<file path="config.mk">
export PLATFORM = sky130hd
export DESIGN_NAME = fetch_entry_queue_flat
export DESIGN_NICKNAME = d
export VERILOG_FILES = /design/src/rtl/fetch_entry_queue_pkg.sv /design/src/rtl/fetch_entry_queue_if.sv /design/src/rtl/fetch_entry_queue_lzc.sv /design/src/rtl/fetch_entry_queue.sv /design/src/flat_wrapper.sv
export SDC_FILE = /design/constraint.sdc
export NUM_CORES = 2
export LEC_CHECK = 0
export ABC_AREA = 0
export ABC_CLOCK_PERIOD_IN_PS = 27300
export CAP_MARGIN = 30
export CORE_MARGIN = 5
export CORE_UTILIZATION = 30
export CTS_CLUSTER_DIAMETER = 30
export CTS_CLUSTER_SIZE = 25
export DETAILED_ROUTE_END_ITERATION = 7
export PLACE_DENSITY_LB_ADDON = 0.08
export SETUP_SLACK_MARGIN = 0.15
export SLEW_MARGIN = 5
export SYNTH_ARGS = -nofsm -noshare
export SYNTH_HDL_FRONTEND = slang
export SYNTH_HIERARCHICAL = 1
export SYNTH_SLANG_ARGS = --single-unit
</file>
<file path="constraint.sdc">
create_clock -name clk_i -period 27.3 [get_ports clk_i]
set_input_delay 4.095 -clock clk_i [delete_from_list [all_inputs] [get_ports clk_i]]
set_output_delay 4.095 -clock clk_i [all_outputs]
set_load 0.02 [all_outputs]
</file>
<file path="src/rtl/fetch_entry_queue_pkg.sv">
// Shared types and constants for the fetch-entry queue.
// Provides fetch_entry_t, the lane count and a prefix-check helper.
package fetch_entry_queue_pkg;

    localparam int ISSUE_WIDTH = 2;
    localparam int ISSUE_CNT_W = $clog2(ISSUE_WIDTH + 1);

    typedef struct packed {
        logic [31:0] address;
        logic [31:0] instruction;
    } fetch_entry_t;

    // True when the set bits of v form a contiguous run starting at lane 0.
    function automatic logic is_prefix(logic [ISSUE_WIDTH-1:0] v);
        return ((v & (v + ISSUE_WIDTH'(1))) == '0);
    endfunction

endpackage

</file>
<file path="src/rtl/fetch_entry_queue_if.sv">
// Lane handshake bundle between frontend, queue and decode.
// master: queue side (accepts pushes, presents entries).
// slave : environment side (frontend pushes, decode acknowledges).
//   push_valid/push_entry/push_ready        : frontend -> queue
//   fetch_entry/fetch_entry_valid/_ready    : queue -> decode
interface fetch_entry_queue_if;
    import fetch_entry_queue_pkg::*;

    logic         [ISSUE_WIDTH-1:0] push_valid;
    fetch_entry_t [ISSUE_WIDTH-1:0] push_entry;
    logic                           push_ready;
    fetch_entry_t [ISSUE_WIDTH-1:0] fetch_entry;
    logic         [ISSUE_WIDTH-1:0] fetch_entry_valid;
    logic         [ISSUE_WIDTH-1:0] fetch_entry_ready;

    modport master (
        input  push_valid,
        input  push_entry,
        input  fetch_entry_ready,
        output push_ready,
        output fetch_entry,
        output fetch_entry_valid
    );

    modport slave (
        output push_valid,
        output push_entry,
        output fetch_entry_ready,
        input  push_ready,
        input  fetch_entry,
        input  fetch_entry_valid
    );

endinterface

</file>
<file path="src/rtl/fetch_entry_queue_lzc.sv">
// Trailing-zero counter; fed with an inverted vector it counts trailing ones.
// in_i: vector to scan from bit 0, cnt_o: number of zeros below the first one.
module fetch_entry_queue_lzc #(
    parameter int WIDTH = 2,
    localparam int CW = $clog2(WIDTH + 1)
) (
    input  logic [WIDTH-1:0] in_i,
    output logic [CW-1:0]    cnt_o
);

    logic done;

    always_comb begin
        cnt_o = '0;
        done  = 1'b0;
        for (int i = 0; i < WIDTH; i++) begin
            if (!done) begin
                if (in_i[i]) begin
                    done = 1'b1;
                end else begin
                    cnt_o = cnt_o + CW'(1);
                end
            end
        end
    end

endmodule

</file>
<file path="src/rtl/fetch_entry_queue.sv">
// Multi-lane circular instruction queue between frontend and decode.
// clk_i/rst_i: clock, async active-high reset; flush_i: drop all entries;
// bus (master): push and fetch-entry lane handshakes; count_o: occupancy.
module fetch_entry_queue
    import fetch_entry_queue_pkg::*;
#(
    parameter int DEPTH = 8
) (
    input  logic                       clk_i,
    input  logic                       rst_i,
    input  logic                       flush_i,
    fetch_entry_queue_if.master        bus,
    output logic [$clog2(DEPTH+1)-1:0] count_o
);

    localparam int PW = $clog2(DEPTH);
    localparam int CW = $clog2(DEPTH + 1);

    fetch_entry_t mem_q [DEPTH];

    logic [PW-1:0] rd_ptr_q, rd_ptr_d;
    logic [PW-1:0] wr_ptr_q, wr_ptr_d;
    logic [CW-1:0] count_q, count_d;

    logic [ISSUE_CNT_W-1:0] push_ones, pop_ones;
    logic [ISSUE_CNT_W-1:0] n_push, n_pop;
    logic                   push_ready;
    logic [ISSUE_WIDTH-1:0] valid;

    fetch_entry_queue_lzc #(.WIDTH(ISSUE_WIDTH)) u_push_cnt (
        .in_i  (~bus.push_valid),
        .cnt_o (push_ones)
    );

    fetch_entry_queue_lzc #(.WIDTH(ISSUE_WIDTH)) u_pop_cnt (
        .in_i  (~(bus.fetch_entry_ready & valid)),
        .cnt_o (pop_ones)
    );

    // Uses the pre-pop count so a push can never overflow,
    // even when decode drains in the same cycle.
    always_comb begin
        push_ready = (count_q <= CW'(DEPTH - ISSUE_WIDTH));
        for (int i = 0; i < ISSUE_WIDTH; i++) begin
            valid[i] = (CW'(i) < count_q);
        end
    end

    assign n_push = push_ready ? push_ones : '0;
    assign n_pop  = pop_ones;

    assign bus.push_ready        = push_ready;
    assign bus.fetch_entry_valid = valid;
    assign count_o               = count_q;

    for (genvar i = 0; i < ISSUE_WIDTH; i++) begin : g_out
        assign bus.fetch_entry[i] = mem_q[rd_ptr_q + PW'(i)];
    end

    always_comb begin
        rd_ptr_d = rd_ptr_q + PW'(n_pop);
        wr_ptr_d = wr_ptr_q + PW'(n_push);
        count_d  = count_q + CW'(n_push) - CW'(n_pop);
        if (flush_i) begin
            rd_ptr_d = '0;
            wr_ptr_d = '0;
            count_d  = '0;
        end
    end

    always_ff @(posedge clk_i or posedge rst_i) begin
        if (rst_i) begin
            rd_ptr_q <= '0;
            wr_ptr_q <= '0;
            count_q  <= '0;
            for (int j = 0; j < DEPTH; j++) begin
                mem_q[j] <= '0;
            end
        end else begin
            rd_ptr_q <= rd_ptr_d;
            wr_ptr_q <= wr_ptr_d;
            count_q  <= count_d;
            if (!flush_i) begin
                for (int k = 0; k < ISSUE_WIDTH; k++) begin
                    if (ISSUE_CNT_W'(k) < n_push) begin
                        mem_q[wr_ptr_q + PW'(k)] <= bus.push_entry[k];
                    end
                end
            end
        end
    end

    a_count_bound : assert property (
        @(posedge clk_i) disable iff (rst_i) count_q <= CW'(DEPTH));

    a_push_prefix : assert property (
        @(posedge clk_i) disable iff (rst_i) is_prefix(bus.push_valid));

    a_ready_prefix : assert property (
        @(posedge clk_i) disable iff (rst_i)
        is_prefix(bus.fetch_entry_ready));

endmodule

</file>
<file path="src/flat_wrapper.sv">
// flat-port wrapper written by rule: the top's interface ports become plain ports
module fetch_entry_queue_flat import fetch_entry_queue_pkg::*;
#(
    parameter int DEPTH = 8
)
  (clk_i, rst_i, flush_i, count_o, bus_push_valid, bus_push_entry, bus_fetch_entry_ready, bus_push_ready, bus_fetch_entry, bus_fetch_entry_valid);
  fetch_entry_queue_if bus_i ();
  input  logic clk_i;
  input  logic rst_i;
  input  logic flush_i;
  output logic [$clog2(DEPTH+1)-1:0] count_o;
  input wire logic [$bits(bus_i.push_valid)-1:0] bus_push_valid;
  input wire logic [$bits(bus_i.push_entry)-1:0] bus_push_entry;
  input wire logic [$bits(bus_i.fetch_entry_ready)-1:0] bus_fetch_entry_ready;
  output wire logic [$bits(bus_i.push_ready)-1:0] bus_push_ready;
  output wire logic [$bits(bus_i.fetch_entry)-1:0] bus_fetch_entry;
  output wire logic [$bits(bus_i.fetch_entry_valid)-1:0] bus_fetch_entry_valid;
  assign bus_i.push_valid = bus_push_valid;
  assign bus_i.push_entry = bus_push_entry;
  assign bus_i.fetch_entry_ready = bus_fetch_entry_ready;
  assign bus_push_ready = bus_i.push_ready;
  assign bus_fetch_entry = bus_i.fetch_entry;
  assign bus_fetch_entry_valid = bus_i.fetch_entry_valid;
  fetch_entry_queue #(.DEPTH(DEPTH)) u_core (.clk_i(clk_i), .rst_i(rst_i), .flush_i(flush_i), .bus(bus_i), .count_o(count_o));
endmodule
</file>
==> run_results.csv <==
group,metric,value,unit
drt,dr_total_vias,26980,
critical_path,cp.required,23.20,ns
place,dpl.cell_count,3975,
logic_synthesis,ys_types,62,
critical_path,path_max_fanout,51,
sta,tightest_slew,1.21,ns
sta,fmax,115,MHz
outcome,failed_checks,"DRC",
logic_synthesis,netlist_area,31300,um^2
global_route,grt_use_total,0.253,
floorplan,io-pin-count,270,
clocking,clk_latency,0.75,ns
critical_path,rrSetupSlack,22.83,ns
outcome,run_status,"finished with violations",
clocking,post-cts-setup-buffer-count,0,
critical_path,cp-startpoint,"u_core/rd_ptr_q[0]$_DFF_PP0_",
floorplan,num_rows,118,
floorplan,start_util,0.302,
layout,layout_commonest_cell,"dfrtp_1",
logic_synthesis,syn_inst,2526,
layout,fin_util,0.398,
drt,wl_per_cell,33.4,um
clocking,clock_path_buffers,3,
critical_path,worstPathArrival,4.61,ns
clocking,cts_resized,0,
clocking,cts_tree,"done",
global_route,grt_pass1_wl,209000,um
critical_path,r2r_end,"u_core/mem_q[121]$_DFFE_PP0N_",
place,place_congestion,0.793,
global_route,grt-ovfl-total,0,
sta,finalHoldViolCount,0,
sta,relSlewSlack,0.191,
clocking,clk_pin_slew_worst_paths,0.05,ns
logic_synthesis,synth_edf_count,0,
run,max_cap_violations,0,
global_route,grt_pass1_vias,28890,
sta,finalCriticalPeriod,8.70,ns
sta,fin_crit_sh,0.319,
clocking,cts_root_buffer,"clkbuf_16",
drt,ant_nets,0,
power_and_ir_drop,ir_worst_vdd,0.0000873,V
clocking,cts_inserted_buffers,172,
floorplan,core_area,103000,um^2
logic_synthesis,ys.flop_type,"dfrtp_1",
sta,skew,0.0376,ns
critical_path,rr_worst_depth,8,
layout,finalNetCount,2926,
layout,drive_above_1_share,0.343,
worst_hold_path,hold_depth,2,
sta,rsz0062_at_grt,"no",
sta,setup_violations,0,
clocking,htree_levels,4,
global_route,grt_max_degree,195,
worst_hold_path,min_path_type,"reg2reg",
floorplan,die_h,333,um
drt,first_pass_iters,8,
drt,routed_wl,144000,um
worst_hold_path,hp-start,"u_core/mem_q[258]$_DFFE_PP0N_",
layout,final_cell_mix,"dfrtp_1, clkdlybuf4s50_1, mux4_2",
power_and_ir_drop,p_leak,16.4,nW
logic_synthesis,synthArstFlopShare,1.00,
floorplan,die_x,333,um
clocking,clock_sinks,522,
critical_path,cp-end-kind,"output port",
critical_path,r2r_start,"u_core/count_o[3]$_DFF_PP0_",
floorplan,dieArea,111000,um^2
logic_synthesis,synth_seq_cells,522,
power_and_ir_drop,p_per_area,143,nW/um^2
clocking,ctsHoldBuffers,0,
drt,first_iter_violations,2701,
logic_synthesis,syn_nets,2675,
sta,setup_tns,0,ns
drt,route.detailed.drc,2,
place,portBuffers,269,
sta,final_max_slew_viol_count,0,
logic_synthesis,ys_seq_area_frac,0.418,
critical_path,cp-start-kind,"register",
layout,area_growth,31.7,%
layout,nFillCells,9729,
logic_synthesis,yosys_warnings,6,
layout,layoutNonFillerInstCount,4304,
global_route,antenna_found_initial,9,
logic_synthesis,syn_avg_cell_area,12.4,um^2
worst_hold_path,min_to,"u_core/mem_q[258]$_DFFE_PP0N_",
drt,via_per_inst,6.27,
place,dp_hpwl,77800,um
critical_path,criticalPathCategory,"reg2out",
==> power breakdown <==
part	leakage, nW	switching (mW)	internal [mW]
registers	6.38	0.301	1.09
logic	7.11	1.22	1.29
clock network	2.94	0.592	1.39
total	16.4	2.11	3.77
==> sequential cells by signal, summed over array words and instances, names as in the netlist <==
register,cells
u_core/mem_q,512
u_core/count_o,4
u_core/rd_ptr_q,3
u_core/wr_ptr_q,3
==> cell families (layout without fill, tap and decap cells) <==
group	Yosys count	count (layout)	synth area share
AOI/OAI and AO/OA	728	728	0.211
other	0	5	0
xor gates and xnor gates	7	7	0.00316
and+or+nand+nor	392	392	0.0590
muxes	384	384	0.230
buffers and inverters	479	872	0.0720
adders and majority gates	14	14	0.00656
DFF	522	522	0.418
==> through the flow <==
stage / power [mW] / setup WS, ns / hold WS, ns / area, um^2
after floorplan: 2.91 / 8.62 / 0.506 / 31300
after global placement: 3.84 / 19.06 / 0.521 / 34900
after detailed placement: 3.89 / 19.01 / 0.527 / 35000
after CTS: 5.91 / 18.17 / 0.536 / 40900
after global routing: 6.14 / 18.34 / 0.559 / 41200
final: 5.88 / 18.60 / 0.540 / 41200
==> per-layer routing <==
layer / vias up / GRT usage / part of all wire
met2: 1583 / 0.403 / 0.47
met4: 8 / 0.106 / 0.037
met1: 14332 / 0.336 / 0.41
met3: 345 / 0.0547 / 0.081
met5: - / 0 / 0.00036
li1: 10712 / - / -
==> synth_stat cells (2+ instances only) <==
| cell type | number | area, um^2 |
|---|---|---|
| o221a_2 | 154 | 1730 |
| buf_1 | 12 | 45.0 |
| nor2_1 | 76 | 285 |
| or3_1 | 14 | 87.6 |
| xnor2_1 | 4 | 35.0 |
| o211a_1 | 14 | 140 |
| a2111oi_4 | 2 | 55.1 |
| fa_1 | 4 | 80.1 |
| nand3_1 | 60 | 300 |
| a221oi_2 | 52 | 781 |
| nor3_2 | 4 | 40.0 |
| and2_1 | 4 | 25.0 |
| buf_6 | 23 | 259 |
| and3_1 | 2 | 12.5 |
| a21oi_1 | 195 | 976 |
| o211ai_1 | 3 | 22.5 |
| o221a_1 | 16 | 180 |
| nand3_2 | 3 | 30.0 |
| o32ai_4 | 3 | 82.6 |
| nor3_1 | 69 | 345 |
| mux4_2 | 256 | 5770 |
| mux2_2 | 128 | 1440 |
| buf_4 | 5 | 37.5 |
| a222oi_1 | 66 | 661 |
| ha_1 | 10 | 125 |
| inv_1 | 209 | 785 |
| nor2_4 | 2 | 22.5 |
| clkbuf_1 | 96 | 360 |
| buf_2 | 123 | 616 |
| nor2b_1 | 6 | 37.5 |
| dlymetal6s2s_1 | 2 | 25.0 |
| dfrtp_1 | 522 | 13100 |
| and2b_2 | 2 | 17.5 |
| a21o_1 | 3 | 22.5 |
| nand2_1 | 135 | 507 |
| or2_2 | 2 | 12.5 |
| nand2b_1 | 3 | 18.8 |
| a221oi_1 | 210 | 1840 |
| buf_8 | 8 | 120 |
| nor2b_4 | 2 | 27.5 |
==> worst max-delay path by stage <==
stage	to	slack, ns
final	bus_fetch_entry[110]	18.60
after global routing	bus_fetch_entry[110]	18.34
after CTS	bus_fetch_entry[110]	18.17
after detailed placement	bus_fetch_entry[110]	19.01
after global placement	bus_fetch_entry[118]	19.06
after floorplan	u_core/count_o[0]$_DFF_PP0_	8.62
==> worst max-delay path, stage by stage (launching register included) <==
cell	delay, ns
dfrtp_4	0.86
buf_4	0.77
buf_4	0.33
buf_16	0.31
mux4_2	0.56
mux2_2	0.33
clkdlybuf4s50_1	0.57
==> final cells by class <==
| class | instances | area, um^2 | area share |
|---|---|---|---|
| inverters | 210 | 796 | 0.0193 |
| clock inverters | 76 | 963 | 0.0234 |
| diodes | 5 | 12.5 | 0.000304 |
| multi-input cells | 1525 | 16100 | 0.392 |
| clock buffers | 240 | 4940 | 0.120 |
| flip-flops and latches | 522 | 13100 | 0.318 |
| repair buffers | 346 | 3540 | 0.0860 |
| well taps | 1380 | 1730 | 0.0419 |
Note: power is estimated with default switching activity, not from simulation.
